--- src/rtl/pwm_pkg.sv ---
// Shared constants and helpers for the multi-channel PWM generator and its prescaler.
package pwm_pkg;

   localparam int PWM_WIDTH   = 8;
   localparam int PWM_DIV     = 4096;
   localparam int PWM_CH      = 2;
   localparam int PWM_BUS_MAX = 1024;

   function automatic int clog2(input int unsigned value);
      int result;
      result = 0;
      while ((64'd1 << result) < 64'(value)) result = result + 1;
      return result;
   endfunction

   // Callers zero-extend their packed duty bus to PWM_BUS_MAX bits before slicing.
   function automatic logic [31:0] duty_slice(input logic [PWM_BUS_MAX-1:0] bus,
                                              input int idx, input int width);
      logic [PWM_BUS_MAX-1:0] shifted;
      shifted = bus >> (idx * width);
      return shifted[31:0] & ((32'd1 << width) - 32'd1);
   endfunction

endpackage

--- src/rtl/pwm_prescaler.sv ---
// Free-running clock-enable generator: TICK is high for one CLK every DIV cycles while EN is high.
module pwm_prescaler
   import pwm_pkg::*;
#(
   parameter int DIV = PWM_DIV
) (
   input  logic CLK,
   input  logic RST,
   input  logic EN,
   output logic TICK
);

   localparam int            PW   = (clog2(DIV) < 1) ? 1 : clog2(DIV);
   localparam logic [PW-1:0] LAST = PW'(DIV - 1);

   logic [PW-1:0] count_q;
   logic [PW-1:0] count_d;

   always_comb begin
      TICK    = EN && (count_q == LAST);
      count_d = count_q;
      if (!EN || TICK) begin
         count_d = '0;
      end else begin
         count_d = count_q + PW'(1);
      end
   end

   always_ff @(posedge CLK) begin
      if (RST) begin
         count_q <= '0;
      end else begin
         count_q <= count_d;
      end
   end

endmodule

--- src/rtl/pwm_multi_ch.sv ---
// Multi-channel PWM: one shared period counter, per-channel duty compare with
// double-buffered duty values that only take effect at the period boundary.
module pwm_multi_ch
   import pwm_pkg::*;
#(
   parameter int                CH_NUM     = PWM_CH,
   parameter int                WIDTH      = PWM_WIDTH,
   parameter int                DIV        = PWM_DIV,
   parameter logic [CH_NUM-1:0] ACTIVE_LOW = {CH_NUM{1'b0}}
) (
   input  logic                    CLK,
   input  logic                    RST,
   input  logic                    EN,
   input  logic [CH_NUM*WIDTH-1:0] DUTY_IN,
   input  logic                    DUTY_WR,
   output logic                    PEND,
   output logic                    PERIOD_START,
   output logic [CH_NUM-1:0]       PWM_OUT
);

   logic             tick;
   logic             boundary;
   logic [WIDTH-1:0] cntr_q;
   logic [WIDTH-1:0] cntr_d;
   logic             pend_q;
   logic             pend_d;
   logic             period_start_q;
   logic             period_start_d;

   pwm_prescaler #(
      .DIV (DIV)
   ) u_prescaler (
      .CLK  (CLK),
      .RST  (RST),
      .EN   (EN),
      .TICK (tick)
   );

   // A write in the boundary cycle wins over the boundary clearing PEND.
   always_comb begin
      boundary = tick && (cntr_q == '1);
      cntr_d   = cntr_q;
      if (!EN) begin
         cntr_d = '0;
      end else if (tick) begin
         cntr_d = cntr_q + WIDTH'(1);
      end
      pend_d = pend_q;
      if (DUTY_WR) begin
         pend_d = 1'b1;
      end else if (boundary) begin
         pend_d = 1'b0;
      end
      period_start_d = boundary;
   end

   always_ff @(posedge CLK) begin
      if (RST) begin
         cntr_q         <= '0;
         pend_q         <= 1'b0;
         period_start_q <= 1'b0;
      end else begin
         cntr_q         <= cntr_d;
         pend_q         <= pend_d;
         period_start_q <= period_start_d;
      end
   end

   assign PEND         = pend_q;
   assign PERIOD_START = period_start_q;

   for (genvar i = 0; i < CH_NUM; i++) begin : g_ch
      logic [WIDTH-1:0] active_q;
      logic [WIDTH-1:0] active_d;
      logic [WIDTH-1:0] pending_q;
      logic [WIDTH-1:0] pending_d;
      logic             pwm_q;
      logic             pwm_d;

      // Compare against post-update counter and duty so a new duty lands on the first tick.
      always_comb begin
         pending_d = pending_q;
         if (DUTY_WR) begin
            pending_d = WIDTH'(duty_slice(PWM_BUS_MAX'(DUTY_IN), i, WIDTH));
         end
         active_d = active_q;
         if (boundary && pend_q) begin
            active_d = pending_q;
         end
         pwm_d = pwm_q;
         if (!EN) begin
            pwm_d = ACTIVE_LOW[i];
         end else if (tick) begin
            pwm_d = (cntr_d < active_d) ^ ACTIVE_LOW[i];
         end
      end

      always_ff @(posedge CLK) begin
         if (RST) begin
            active_q  <= '0;
            pending_q <= '0;
            pwm_q     <= ACTIVE_LOW[i];
         end else begin
            active_q  <= active_d;
            pending_q <= pending_d;
            pwm_q     <= pwm_d;
         end
      end

      assign PWM_OUT[i] = pwm_q;
   end

endmodule
--- config.mk ---
export PLATFORM = sky130hd
export DESIGN_NAME = pwm_multi_ch
export DESIGN_NICKNAME = d
export VERILOG_FILES = /design/src/rtl/pwm_pkg.sv /design/src/rtl/pwm_prescaler.sv /design/src/rtl/pwm_multi_ch.sv
export SDC_FILE = /design/constraint.sdc
export NUM_CORES = 1
export LEC_CHECK = 0
export CAP_MARGIN = 20
export CELL_PAD_IN_SITES_DETAIL_PLACEMENT = 0
export CELL_PAD_IN_SITES_GLOBAL_PLACEMENT = 1
export CORE_UTILIZATION = 30
export DETAILED_ROUTE_END_ITERATION = 16
export PLACE_DENSITY = 0.61
export SLEW_MARGIN = 30
export SYNTH_ARGS = -nofsm -noshare
export SYNTH_HDL_FRONTEND = slang
export SYNTH_SLANG_ARGS = --single-unit
export TNS_END_PERCENT = 1
--- constraint.sdc ---
create_clock -name CLK -period 3.7 [get_ports CLK]
set_input_delay 0.74 -clock CLK [delete_from_list [all_inputs] [get_ports CLK]]
set_output_delay 0.74 -clock CLK [all_outputs]
set_load 0.005 [all_outputs]
==> results.md <==
* Status: finished, final reports clean
* Pin slew with the least headroom to its limit at 0.4985 ns
* Chip Height at 93.61 um
* CTS root buf: clkbuf_8
* Internal power consumption at 797.3 uW
* Setup total negative slack at 0 ns
* Core area at 8175 um^2
* Die width at 93.61 um
* Most common cell on crit path: ha_1
* Top cell type's share of synthesized area at 44.53%
* Most used routing layer: met2
* Initial DRC count at 50
* Area Overhead vs Synth at 16.05%
* Final Hold Fails at 0
* CTS Sinks at 56
* Crit path DAT at 3.33 ns
* Total GRT Usage at 12.27%
* Largest net degree at the start of global routing at 37
* Pwr/cell area at 348.6 nW/um^2
* Post-CTS setup buffers at 0
* Met2 Usage GRT at 19.79%
* Max Cap Viol at 0
* # diodes at 0
* Critical path type: flip-flop to flip-flop
* Estimated wirelength of the detail-placed design at 3629 um
* Gpl congestion at 0.7385
* Post_cts resized at 0
* Cell taking the most area after synthesis: dfxtp_1
* Clk_lat worst skew at 0.30 ns
* Drt wl/cell at 12.55 um
* CTS tree: yes
* Data required time of the worst path at 3.90 ns
* Via Count at 1785
* Row Count at 33
* Synthesized flop and latch total at 56
* R2r endpoint: g_ch[0].pwm_q
* M3 GR Usage at 2.683%
* DRC viols at 0
* Worst setup SP type: flip-flop
* Crit path capture: g_ch[0].pwm_q
* Finish-stage setup viols at 0
* Final min period at 3.127 ns
* Flop pwr share at 61.1%
* Worst ir drop on vdd at 0.1242 mV
* Crit path launch: u_prescaler.count_q[0]
* Port Buffer Count at 23
* Reg2Reg Launch Point: u_prescaler.count_q[0]
* Sw frac at 21.72%
* Tcrit/Tclk final at 84.52%
* Initial Utilization at 30.79%
* Vias in the first global route at 1790
* Total Power at 1019 uW
* CP Max Fanout at 7
* Clock Skew at 0.009094 ns
* Sequential area share after synthesis at 44.53%
* First-pass GRT wire length at 8349 um
* Top post-synthesis cells by area: dfxtp_1 (45%), mux2i_1 (11%), nor2_1 (8.1%)
* CTS H-tree depth at 2
* Synth warnings at 0
* CP Cell Sequence: ha_1 > and4_1 > nand4_1 > nor4_1 > xnor2_1 > nor2b_1 > ha_1 > a21oi_1 > o21ai_0 > o41ai_1
* Share of cells above drive strength 1 at 5.965%
* Nature of the critical path endpoint: flip-flop
* Slowest stage delay, CP at 0.40 ns
* P_sw at 221.2 uW
* Clock buffer depth at 2
* Grt total ovfl at 0
* Avg Inst Size Synth at 9.572 um^2
* DR pass1 iterations at 3
* Count of pins over their slew limit at 0
* Final std cells w/o fill at 390
* Reg2reg path depth at 10
* Hold buffers post-CTS at 0
* Type of the tightest min-delay check: flip-flop to flip-flop
* Post-Syn Area at 2517 um^2
* Vias/cell at 4.577
* Unique masters post-synth at 29
* Comb power frac at 5.7%
* Die ar. at 8762 um^2
* Syn_nets at 299
* Slew HR at 66.76%
* Mapped Cells at 263
* Clock power share at 33.3%
* Routed WL at 4894 um
* Worst-path clk slew at 0.10 ns
* RSZ-0062 raised after global routing: no
* IO Count at 24
* Final ANT Viol Nets at 0
* P_leak at 0.001226 uW
* Inst Count DP at 382
* Nets at 320
* Slowest-stage cell, CP: dfxtp_1
* GRT met1 Usage at 16.28%
* R2R Setup Slk at 0.57 ns
* Fmax at 319.8 MHz
* CTS buffer count at 5
* Antenna violations before repair at 0
worst min-delay path by stage:
stage	from	to	cells after the start
final	u_prescaler.count_q[0]	u_prescaler.count_q[0]	1
after global routing	u_prescaler.count_q[0]	u_prescaler.count_q[0]	1
after CTS	u_prescaler.count_q[0]	u_prescaler.count_q[0]	1
after detailed placement	u_prescaler.count_q[0]	u_prescaler.count_q[0]	1
after global placement	u_prescaler.count_q[0]	u_prescaler.count_q[0]	1
after floorplan	u_prescaler.count_q[0]	u_prescaler.count_q[0]	1
layer usage:
layer	vias up	wire length, um
li1	949	-
met1	823	2497
met2	11	2246
met3	2	117
met4	0	33
met5	-	0
per-stage QoR:
| stage | hold WS (ns) | utilization (%) | setup slack, ns | instance area, um^2 |
|---|---|---|---|---|
| finish | 0.4957 | 35.74 | 0.5727 | 2922 |
| global route | 0.5217 | 35.74 | 0.2962 | 2922 |
| CTS | 0.4920 | 35.74 | 0.5487 | 2922 |
| detailed placement | 0.4670 | 34.60 | 0.4640 | 2829 |
| global placement | 0.4555 | 34.66 | 0.5273 | 2834 |
| floorplan | 0.4298 | - | 1.033 | 2517 |
power groups by stage:
| stage | logic (uW) | clock network [uW] | registers, uW |
|---|---|---|---|
| 2_1_floorplan | 30.1 | 0 | 634 |
| 3_3_place_gp | 59.7 | 0 | 637 |
| 3_5_place_dp | 59.0 | 0 | 637 |
| 4_1_cts | 59.4 | 362 | 623 |
| 5_1_grt | 64.0 | 381 | 624 |
| 6_report | 57.6 | 339 | 622 |
registers in the layout (all words and copies together) (netlist names):
signal / cells
cntr_q: 8
PERIOD_START: 1
PEND: 1
g_ch.pwm_q: 2
g_ch.pending_q: 16
u_prescaler.count_q: 12
g_ch.active_q: 16
cell usage after synthesis, drive strengths merged:
| cell type | count |
|---|---|
| dfxtp | 56 |
| nor2 | 54 |
| mux2i | 32 |
| ha | 16 |
| nand2 | 13 |
| xor2 | 12 |
| nand3 | 10 |
| nor2b | 8 |
| nand4 | 7 |
| buf | 6 |
| clkbuf | 6 |
| o21ai | 6 |
| a21oi | 5 |
| xnor2 | 5 |
| and3 | 4 |
| and4 | 4 |
| and2 | 3 |
| nor3 | 3 |
| nor4 | 3 |
| a211oi | 2 |
| inv | 2 |
| o41ai | 2 |
| or3 | 2 |
| a21boi | 1 |
| nand2b | 1 |
worst max-delay path: cells and delay by family, from the launching register on:
kind	cells	cell delay, ns
adders and majority gates	2	0.53
DFF	1	0.40
AOI/OAI and AO/OA	3	0.63
xor gates and xnor gates	1	0.16
and+or+nand+nor	4	1.29
cell usage in the layout (no fill, tap or decap):
cell / count
xor2_1: 12
nand4_1: 6
a21oi_1: 5
clkdlybuf4s50_1: 22
xnor2_1: 5
o41ai_1: 2
nor2b_1: 8
or3_1: 2
nand3_1: 10
buf_4: 3
inv_1: 2
buf_2: 1
clkinv_2: 2
a21boi_0: 1
nor4_1: 3
nor2_1: 54
mux2i_1: 28
mux2i_2: 4
a211oi_1: 2
and3_1: 4
and4_1: 4
dfxtp_1: 56
ha_1: 16
nand2_1: 13
nand2b_1: 1
nand4_4: 1
nor3_1: 3
clkbuf_8: 6
and2_1: 3
o21ai_0: 6
kinds of logic (layout without fill, tap and decap cells):
logic type	count (synthesis)	count (layout)	share of synthesized area [%]
multiplexers	32	32	13.32
AND/OR/NAND/NOR	112	112	21.52
flip-flops	56	56	44.53
buffers and inverters	14	36	2.982
adder cells (fa/ha/maj)	16	16	7.952
AO/OA/AOI/OAI	16	16	3.777
XOR/XNOR	17	17	5.914
layout make-up:
cell class	instances	area, um^2
clock inverters	2	10.01
clock buffers	6	82.58
repair buffers	26	247.7
fillers	880	5254
well taps	105	131.4
multi-input cells	193	1321
flip-flops and latches	56	1121
inverters	2	7.507
Power figures use the tool's default switching activity.
